## config.mk

```make
export PLATFORM = sky130hd
export DESIGN_NAME = rom_fetch_unit
export DESIGN_NICKNAME = d
export VERILOG_FILES = /design/src/rtl/rom_fetch_unit.sv
export SDC_FILE = /design/constraint.sdc
export NUM_CORES = 1
export LEC_CHECK = 0
export ABC_CLOCK_PERIOD_IN_PS = 1730
export CAP_MARGIN = 20
export CORE_ASPECT_RATIO = 0.75
export CORE_UTILIZATION = 41
export DETAILED_ROUTE_END_ITERATION = 8
export GPL_TIMING_DRIVEN = 1
export PLACE_DENSITY = 0.81
export SYNTH_ARGS = -nofsm -noshare
export SYNTH_HDL_FRONTEND = slang
export SYNTH_SLANG_ARGS = --single-unit
```

## constraint.sdc

```tcl
create_clock -name clk -period 1.73 [get_ports clk]
set_input_delay 0.346 -clock clk [delete_from_list [all_inputs] [get_ports clk]]
set_output_delay 0.346 -clock clk [all_outputs]
set_load 0.005 [all_outputs]
```

## src/rtl/rom_fetch_unit.sv

```systemverilog
// ---------------------------------------------------------------------------
// rom_fetch_unit
//
// Instruction fetch initiator for a combinational program ROM. Owns the
// program counter; the control unit only raises fetch requests and optional
// branch targets. Chip select is held for WAIT_CYCLES edges before the ROM
// output is sampled, so a high-impedance (deselected) bus never reaches the
// instruction register.
//
// Parameters
//   ADDR_WIDTH   ROM address width; PC wraps modulo 2^ADDR_WIDTH
//   DATA_WIDTH   ROM word width
//   WAIT_CYCLES  edges chip select is held before sampling (1..15)
//
// Ports
//   clk          system clock, rising edge
//   reset        asynchronous active-high reset
//   fetch_req    fetch the word at the current PC (honoured only in IDLE)
//   branch_en    load branch_addr as next PC (deferred if a fetch is running)
//   branch_addr  branch target
//   rom_address  ROM address pins (stable while rom_cs is high)
//   rom_cs       ROM chip select
//   rom_data     ROM data output
//   instr        instruction register
//   instr_valid  one-cycle pulse, instr updated at this edge
//   pc           current program counter
//   busy         fetch in progress
// ---------------------------------------------------------------------------
module rom_fetch_unit #(
  parameter int ADDR_WIDTH  = 5,
  parameter int DATA_WIDTH  = 32,
  parameter int WAIT_CYCLES = 1
) (
  input  logic                  clk,
  input  logic                  reset,
  input  logic                  fetch_req,
  input  logic                  branch_en,
  input  logic [ADDR_WIDTH-1:0] branch_addr,
  output logic [ADDR_WIDTH-1:0] rom_address,
  output logic                  rom_cs,
  input  logic [DATA_WIDTH-1:0] rom_data,
  output logic [DATA_WIDTH-1:0] instr,
  output logic                  instr_valid,
  output logic [ADDR_WIDTH-1:0] pc,
  output logic                  busy
);

  typedef enum logic {
    ST_IDLE = 1'b0,
    ST_WAIT = 1'b1
  } state_t;

  // WAIT_CYCLES is limited to 15, so a 4-bit counter always suffices.
  localparam int              CNT_W    = 4;
  localparam logic [CNT_W-1:0] CNT_LAST = CNT_W'(WAIT_CYCLES - 1);
  localparam logic [ADDR_WIDTH-1:0] PC_ONE = {{(ADDR_WIDTH-1){1'b0}}, 1'b1};

  state_t                  state_q, state_d;
  logic [CNT_W-1:0]        cnt_q, cnt_d;
  logic                    pend_q, pend_d;
  logic [ADDR_WIDTH-1:0]   pend_addr_q, pend_addr_d;
  logic [ADDR_WIDTH-1:0]   pc_q, pc_d;
  logic [ADDR_WIDTH-1:0]   rom_address_q, rom_address_d;
  logic                    rom_cs_q, rom_cs_d;
  logic                    busy_q, busy_d;
  logic [DATA_WIDTH-1:0]   instr_q, instr_d;
  logic                    instr_valid_q, instr_valid_d;
  logic                    done;

  // Last edge of the chip-select window: the ROM output has settled.
  assign done = (state_q == ST_WAIT) && (cnt_q == CNT_LAST);

  // -------------------------------------------------------------------------
  // State register
  // -------------------------------------------------------------------------
  always_ff @(posedge clk or posedge reset) begin
    if (reset) begin
      state_q <= ST_IDLE;
    end else begin
      state_q <= state_d;
    end
  end

  // -------------------------------------------------------------------------
  // Next-state logic
  // -------------------------------------------------------------------------
  always_comb begin
    state_d = state_q;
    case (state_q)
      ST_IDLE: if (fetch_req) state_d = ST_WAIT;
      ST_WAIT: if (done)      state_d = ST_IDLE;
      default:                state_d = ST_IDLE;
    endcase
  end

  // -------------------------------------------------------------------------
  // Output / datapath next-state logic
  // -------------------------------------------------------------------------
  always_comb begin
    cnt_d         = cnt_q;
    pend_d        = pend_q;
    pend_addr_d   = pend_addr_q;
    pc_d          = pc_q;
    rom_address_d = rom_address_q;
    rom_cs_d      = rom_cs_q;
    busy_d        = busy_q;
    instr_d       = instr_q;
    instr_valid_d = 1'b0;

    case (state_q)
      ST_IDLE: begin
        if (branch_en) begin
          pc_d = branch_addr;
        end
        if (fetch_req) begin
          // A branch in the same cycle redirects this very fetch.
          rom_address_d = branch_en ? branch_addr : pc_q;
          rom_cs_d      = 1'b1;
          busy_d        = 1'b1;
          cnt_d         = '0;
          pend_d        = 1'b0;
        end
      end

      ST_WAIT: begin
        cnt_d = cnt_q + 4'd1;
        // Branches arriving mid-fetch are parked; the latest one wins.
        if (branch_en) begin
          pend_d      = 1'b1;
          pend_addr_d = branch_addr;
        end
        if (done) begin
          instr_d       = rom_data;
          instr_valid_d = 1'b1;
          rom_cs_d      = 1'b0;
          busy_d        = 1'b0;
          cnt_d         = '0;
          pend_d        = 1'b0;
          // A branch on the completion edge itself is the newest target.
          if (branch_en) begin
            pc_d = branch_addr;
          end else if (pend_q) begin
            pc_d = pend_addr_q;
          end else begin
            pc_d = pc_q + PC_ONE;
          end
        end
      end

      default: begin
        rom_cs_d = 1'b0;
        busy_d   = 1'b0;
      end
    endcase
  end

  // -------------------------------------------------------------------------
  // Datapath registers; reset aborts any fetch in progress, dropping rom_cs
  // without waiting for a clock edge.
  // -------------------------------------------------------------------------
  always_ff @(posedge clk or posedge reset) begin
    if (reset) begin
      cnt_q         <= '0;
      pend_q        <= 1'b0;
      pend_addr_q   <= '0;
      pc_q          <= '0;
      rom_address_q <= '0;
      rom_cs_q      <= 1'b0;
      busy_q        <= 1'b0;
      instr_q       <= '0;
      instr_valid_q <= 1'b0;
    end else begin
      cnt_q         <= cnt_d;
      pend_q        <= pend_d;
      pend_addr_q   <= pend_addr_d;
      pc_q          <= pc_d;
      rom_address_q <= rom_address_d;
      rom_cs_q      <= rom_cs_d;
      busy_q        <= busy_d;
      instr_q       <= instr_d;
      instr_valid_q <= instr_valid_d;
    end
  end

  assign rom_address = rom_address_q;
  assign rom_cs      = rom_cs_q;
  assign instr       = instr_q;
  assign instr_valid = instr_valid_q;
  assign pc          = pc_q;
  assign busy        = busy_q;

endmodule

```

# [Word-level counts from Yosys, hierarchy flattened]
# Cells that the tools add are included.
# W data, S select, Z words.
[totals] register_bits=55 inputBits=41 output_inout_bits=45 elab_cells=42
[op_classes] add_sub_neg=2 n_eq_ne=3 n_mux=20 bitwise_logic=1 n_reduce_logical=7
[ops] operator="$mux W5" n=4
[ops] operator="$pmux W5 S2" n=1
[ops] operator="$reduce_and A2 Y1" n=5
[ops] operator="$mux W1" n=9
[ops] operator="$mux W4" n=2
[ops] operator="$pmux W4 S2" n=1
[ops] operator="$pmux W1 S2" n=3
[ops] operator="$add A5 B1 Y5 const B" n=1
[ops] operator="$add A4 B1 Y4 const B" n=1
[ops] operator="$logic_not A4 Y1" n=1
[ops] operator="$ne A3 B2 Y1 const B" n=1
[ops] operator="$ne A2 B1 Y1 const B" n=1
[ops] operator="$ne A2 B2 Y1 const B" n=1
[ops] operator="$logic_and A1 B1 Y1" n=1
[ops] operator="$not A1 Y1" n=1

# [Depth between registers and ports, before layout]
[logic_depth] depth_word=5 depth_mapped=7

# [Least setup slack after synthesis]
# Ideal clock, no wire load.
[synth_path] kind="register to register" startpoint="register cnt_q[0]" endpoint="register instr_q[10] (netlist: instr[10])" t_arrival_ns=1.681 required_ns=1.605 slack_ns=-0.076 path_stages_with_launch=8 synth_period_minus_slack_ns=1.806 cell_sequence="dfrtp_1 -> inv_1 -> ha_1 -> or3b_1 -> buf_6 -> nor2_8 -> buf_12 -> mux2_4"
[synth_between] elab_chain_cells=3
[synth_lines] element="start: declaration" line="59" text="logic [CNT_W-1:0] cnt_q, cnt_d;"
[synth_lines] element="start signal: assignment" line="173" text="cnt_q <= cnt_d;"
[synth_lines] element="$logic_not A4 Y1" line="71" text="assign done = (state_q == ST_WAIT) && (cnt_q == CNT_LAST);"
[synth_lines] element="$logic_and A1 B1 Y1" line="71"
[synth_lines] element="$reduce_and A2 Y1 (no line)"
[synth_lines] element="end signal: assignment" line="180" text="instr_q <= instr_d;"
[synth_lines] element="end: declaration" line="66" text="logic [DATA_WIDTH-1:0] instr_q, instr_d;"
# No other way between the ends.
# A chain may end at the register's enable or synchronous reset.

# [Worst setup path in the final report]
[layout_path] startpoint="register cnt_q[0]" endpoint="register instr_q[9] (netlist: instr[9])"
# Same word-level chain as after synthesis.

==> out/metrics.cfg <==
[floorplanning]
num_rows=24
die-height_microns=69.2
dieArea_sq_um=6350
die_x_microns=91.6
initial_core_util_pct=42.4
core_region_area_sq_um=5830
ioPinCount=86

[pwr]
intPower_w=0.00420
seq_power_share_pct=37.7
swShare_pct=29.4
leakagePower_nw=1.60
comb_power_share_pct=50.4
ir_drop_mv=0.519
power.switching_w=0.00175
clkPwrFrac_pct=11.9
power.density_nw_per_um2=1650

[sta]
finalCritPeriodShare_pct=102
maxSlewHeadroom_pct=77.5
report.final.setup_viol=16
maxSlewViolCount=0
fmax_mhz=569
finClkSkew_ns=0.00971
rsz0062_at_grt=true
hold_viol=0
max_slew.worst_pin.slew_ns=0.338
fin_crit_ns=1.76
finalWorstSetupSlack_ns=-0.0262

[clock_network]
clk_latency_ns=0.31
cts.htree.levels=2
cts.sinks=55
cts_root_buffer=clkbuf_8
cts_buffer_depth=2
cts_tree=done
cts_made_buffers=5
path_clk_slew_ns=0.10
ctsHoldBuffers=0

[worst_setup_path]
crit_fanout=16
worstSetupStartpointType=flip-flop
crit_type=reg -> reg
end_kind=flip-flop
reg2reg_slack_ns=-0.03
cp.arrival_ns=1.96
slowest_stage=or3b_4
max_stage_delay_ns=0.41
r2r-start=cnt_q[0]
required_ns=1.93
crit_chain=inv_1, ha_1, or3b_4, nor2_8, buf_12, mux2_4
crit_start=cnt_q[0]

[synthesis]
yosys-top-cells-count=dfrtp_1 (55), mux2_4 (28), nand2_1 (14)
synth_nets=222
yosysMostFrequentCell=dfrtp_1
ys_seq_area_share_pct=55.7
synth-warning-count=0
synth_ff_type=dfrtp_1
synth_edf_count=0
yosysTopAreaCellShare_pct=55.7
synth.cell_area_sq_um=2470
ys_seq_elements=55
syn_inst=178
synth_area_leaders=dfrtp_1 (56%), mux2_4 (17%), mux2_2 (4.1%), mux2i_1 (2.8%), buf_12 (2.4%)
yosysTopAreaCell=dfrtp_1
async_flop_share_pct=100
yosysUniqueCellTypes=28
synth.avg_cell_area_sq_um=13.9

[global_routing]
grt_overflow=0
antenna_found_initial=0
grt_max_degree=56
grt_first_pass_wirelength_mm=8.40
grt_pass1_vias=1631
grt.total_usage_pct=17.1

[final_layout]
antenna_cells=0
final_core_util_pct=62.1
nets=321
fillers=447
drive_gt1_share_pct=25.9
synthToLayoutAreaGrowth_pct=46.4

[flow_run]
maxCapViolCount=0

[detailed_routing]
via_per_inst=4.81
wirelength_mm=5.28
wl_per_cell_microns=14.8
ant_nets=0
drc=0
first_pass_iters=4
drt_first_iter_violations=63
vias=1714

[status]
violations=setup timing
status=finished with violations

[placed_design]
post-place-ws_ns=-0.0879
io_buffer_count=85
dp_hpwl_mm=3.63
routabilityCongestion=0.779

[worst_hold_path]
hp-class=in -> async

[metrics by stage]
step | instance area, sq um | instances | power, W | TNS [ns] | hold WS, ns
floorplan | 2470 | 178 | 0.00377 | -2.07 | 0.432
global placement | 3450 | 344 | 0.00507 | -0.662 | 0.468
CTS | 3550 | 352 | 0.00588 | -0.0878 | 0.398
global route | 3620 | 356 | 0.00631 | -1.96 | 0.412
finish | 3620 | 356 | 0.00595 | -0.332 | 0.389
detailed placement | 3450 | 344 | 0.00513 | -1.81 | 0.470
[power groups by stage]
| stage | Sequential [W] | Clock, W | Combinational (W) |
|---|---|---|---|
| final | 0.00224 | 0.000711 | 0.00300 |
| after global routing | 0.00231 | 0.000793 | 0.00321 |
| after CTS | 0.00223 | 0.000739 | 0.00291 |
| after detailed placement | 0.00226 | 0 | 0.00287 |
| after global placement | 0.00225 | 0 | 0.00282 |
| after floorplan | 0.00226 | 0 | 0.00152 |
[placed cells by master (no fill, tap or decap), types with 3 or more instances in the layout]
cell type	n
buf_4	10
inv_1	3
nand3_1	4
ha_1	3
o221a_2	3
a21oi_1	3
clkdlybuf4s50_1	85
buf_12	3
dfrtp_1	54
mux2i_1	7
mux2_2	5
mux2_4	32
o21ai_0	11
nand2_1	13
inv_2	3
clkbuf_8	5
nor2_1	8
[flip-flops by register name, indices dropped and copies added (netlist names)]
signal / count
instr: 32
state_q: 1
pend_q: 1
rom_address: 5
pc: 5
instr_valid: 1
pend_addr_q: 5
cnt_q: 4
busy: 1
[path summary, 6_finish.rpt]
check / endpoint / cells past startpoint
max in group asynchronous: pc[2] / 3
min: instr[8] / 3
min in group clk: rom_address[1] / 2
max: instr[9] / 6
min reg2reg: rom_address[1] / 2
max reg2reg: instr[9] / 6
[cells by family (layout without fill, tap and decap cells)]
logic type	after synthesis	after routing	share of synthesized area, %
multiplexers	44	44	23.9
AND/OR/NAND/NOR	32	32	6.23
XOR/XNOR	4	4	1.42
adder cells (fa/ha/maj)	3	3	1.52
flip-flops	55	55	55.7
buffers and inverters	14	114	4.56
AO/OA/AOI/OAI	26	26	6.63
[metal layers]
layer | track usage [%] | vias to the layer above | share of wire [%]
met3 | 3.95 | 7 | 8.2
li1 | - | 822 | -
met1 | 26.3 | 807 | 50
met5 | 0 | - | 0
met2 | 23.8 | 78 | 41
met4 | 5.29 | 0 | 1.1
[timing repair]
item | 4_1_cts | 5_1_grt
buffers inserted | 0 | 3
resized for setup | 5 | 6
setup endpoints to repair | 35 | 36
cloned | 0 | 1
[worst max-delay path, delay by kind of cell, from the launching register on]
kind          cells  cell delay [ns]
flops             1             0.39
mux               1             0.31
buf+inv           2             0.25
fa+ha+maj         1             0.13
simple gates      2             0.56
[area by class of cell]
| class | instances | area (sq um) | area share [%] |
|---|---|---|---|
| clock buffers | 6 | 72.6 | 2.01 |
| clock inverters | 2 | 16.3 | 0.450 |
| inverters | 6 | 22.5 | 0.623 |
| multi-input cells | 109 | 1010 | 27.9 |
| flip-flops and latches | 55 | 1380 | 38.1 |
| well taps | 78 | 97.6 | 2.70 |
| repair buffers | 100 | 1020 | 28.3 |
Power figures use the tool's default switching activity.
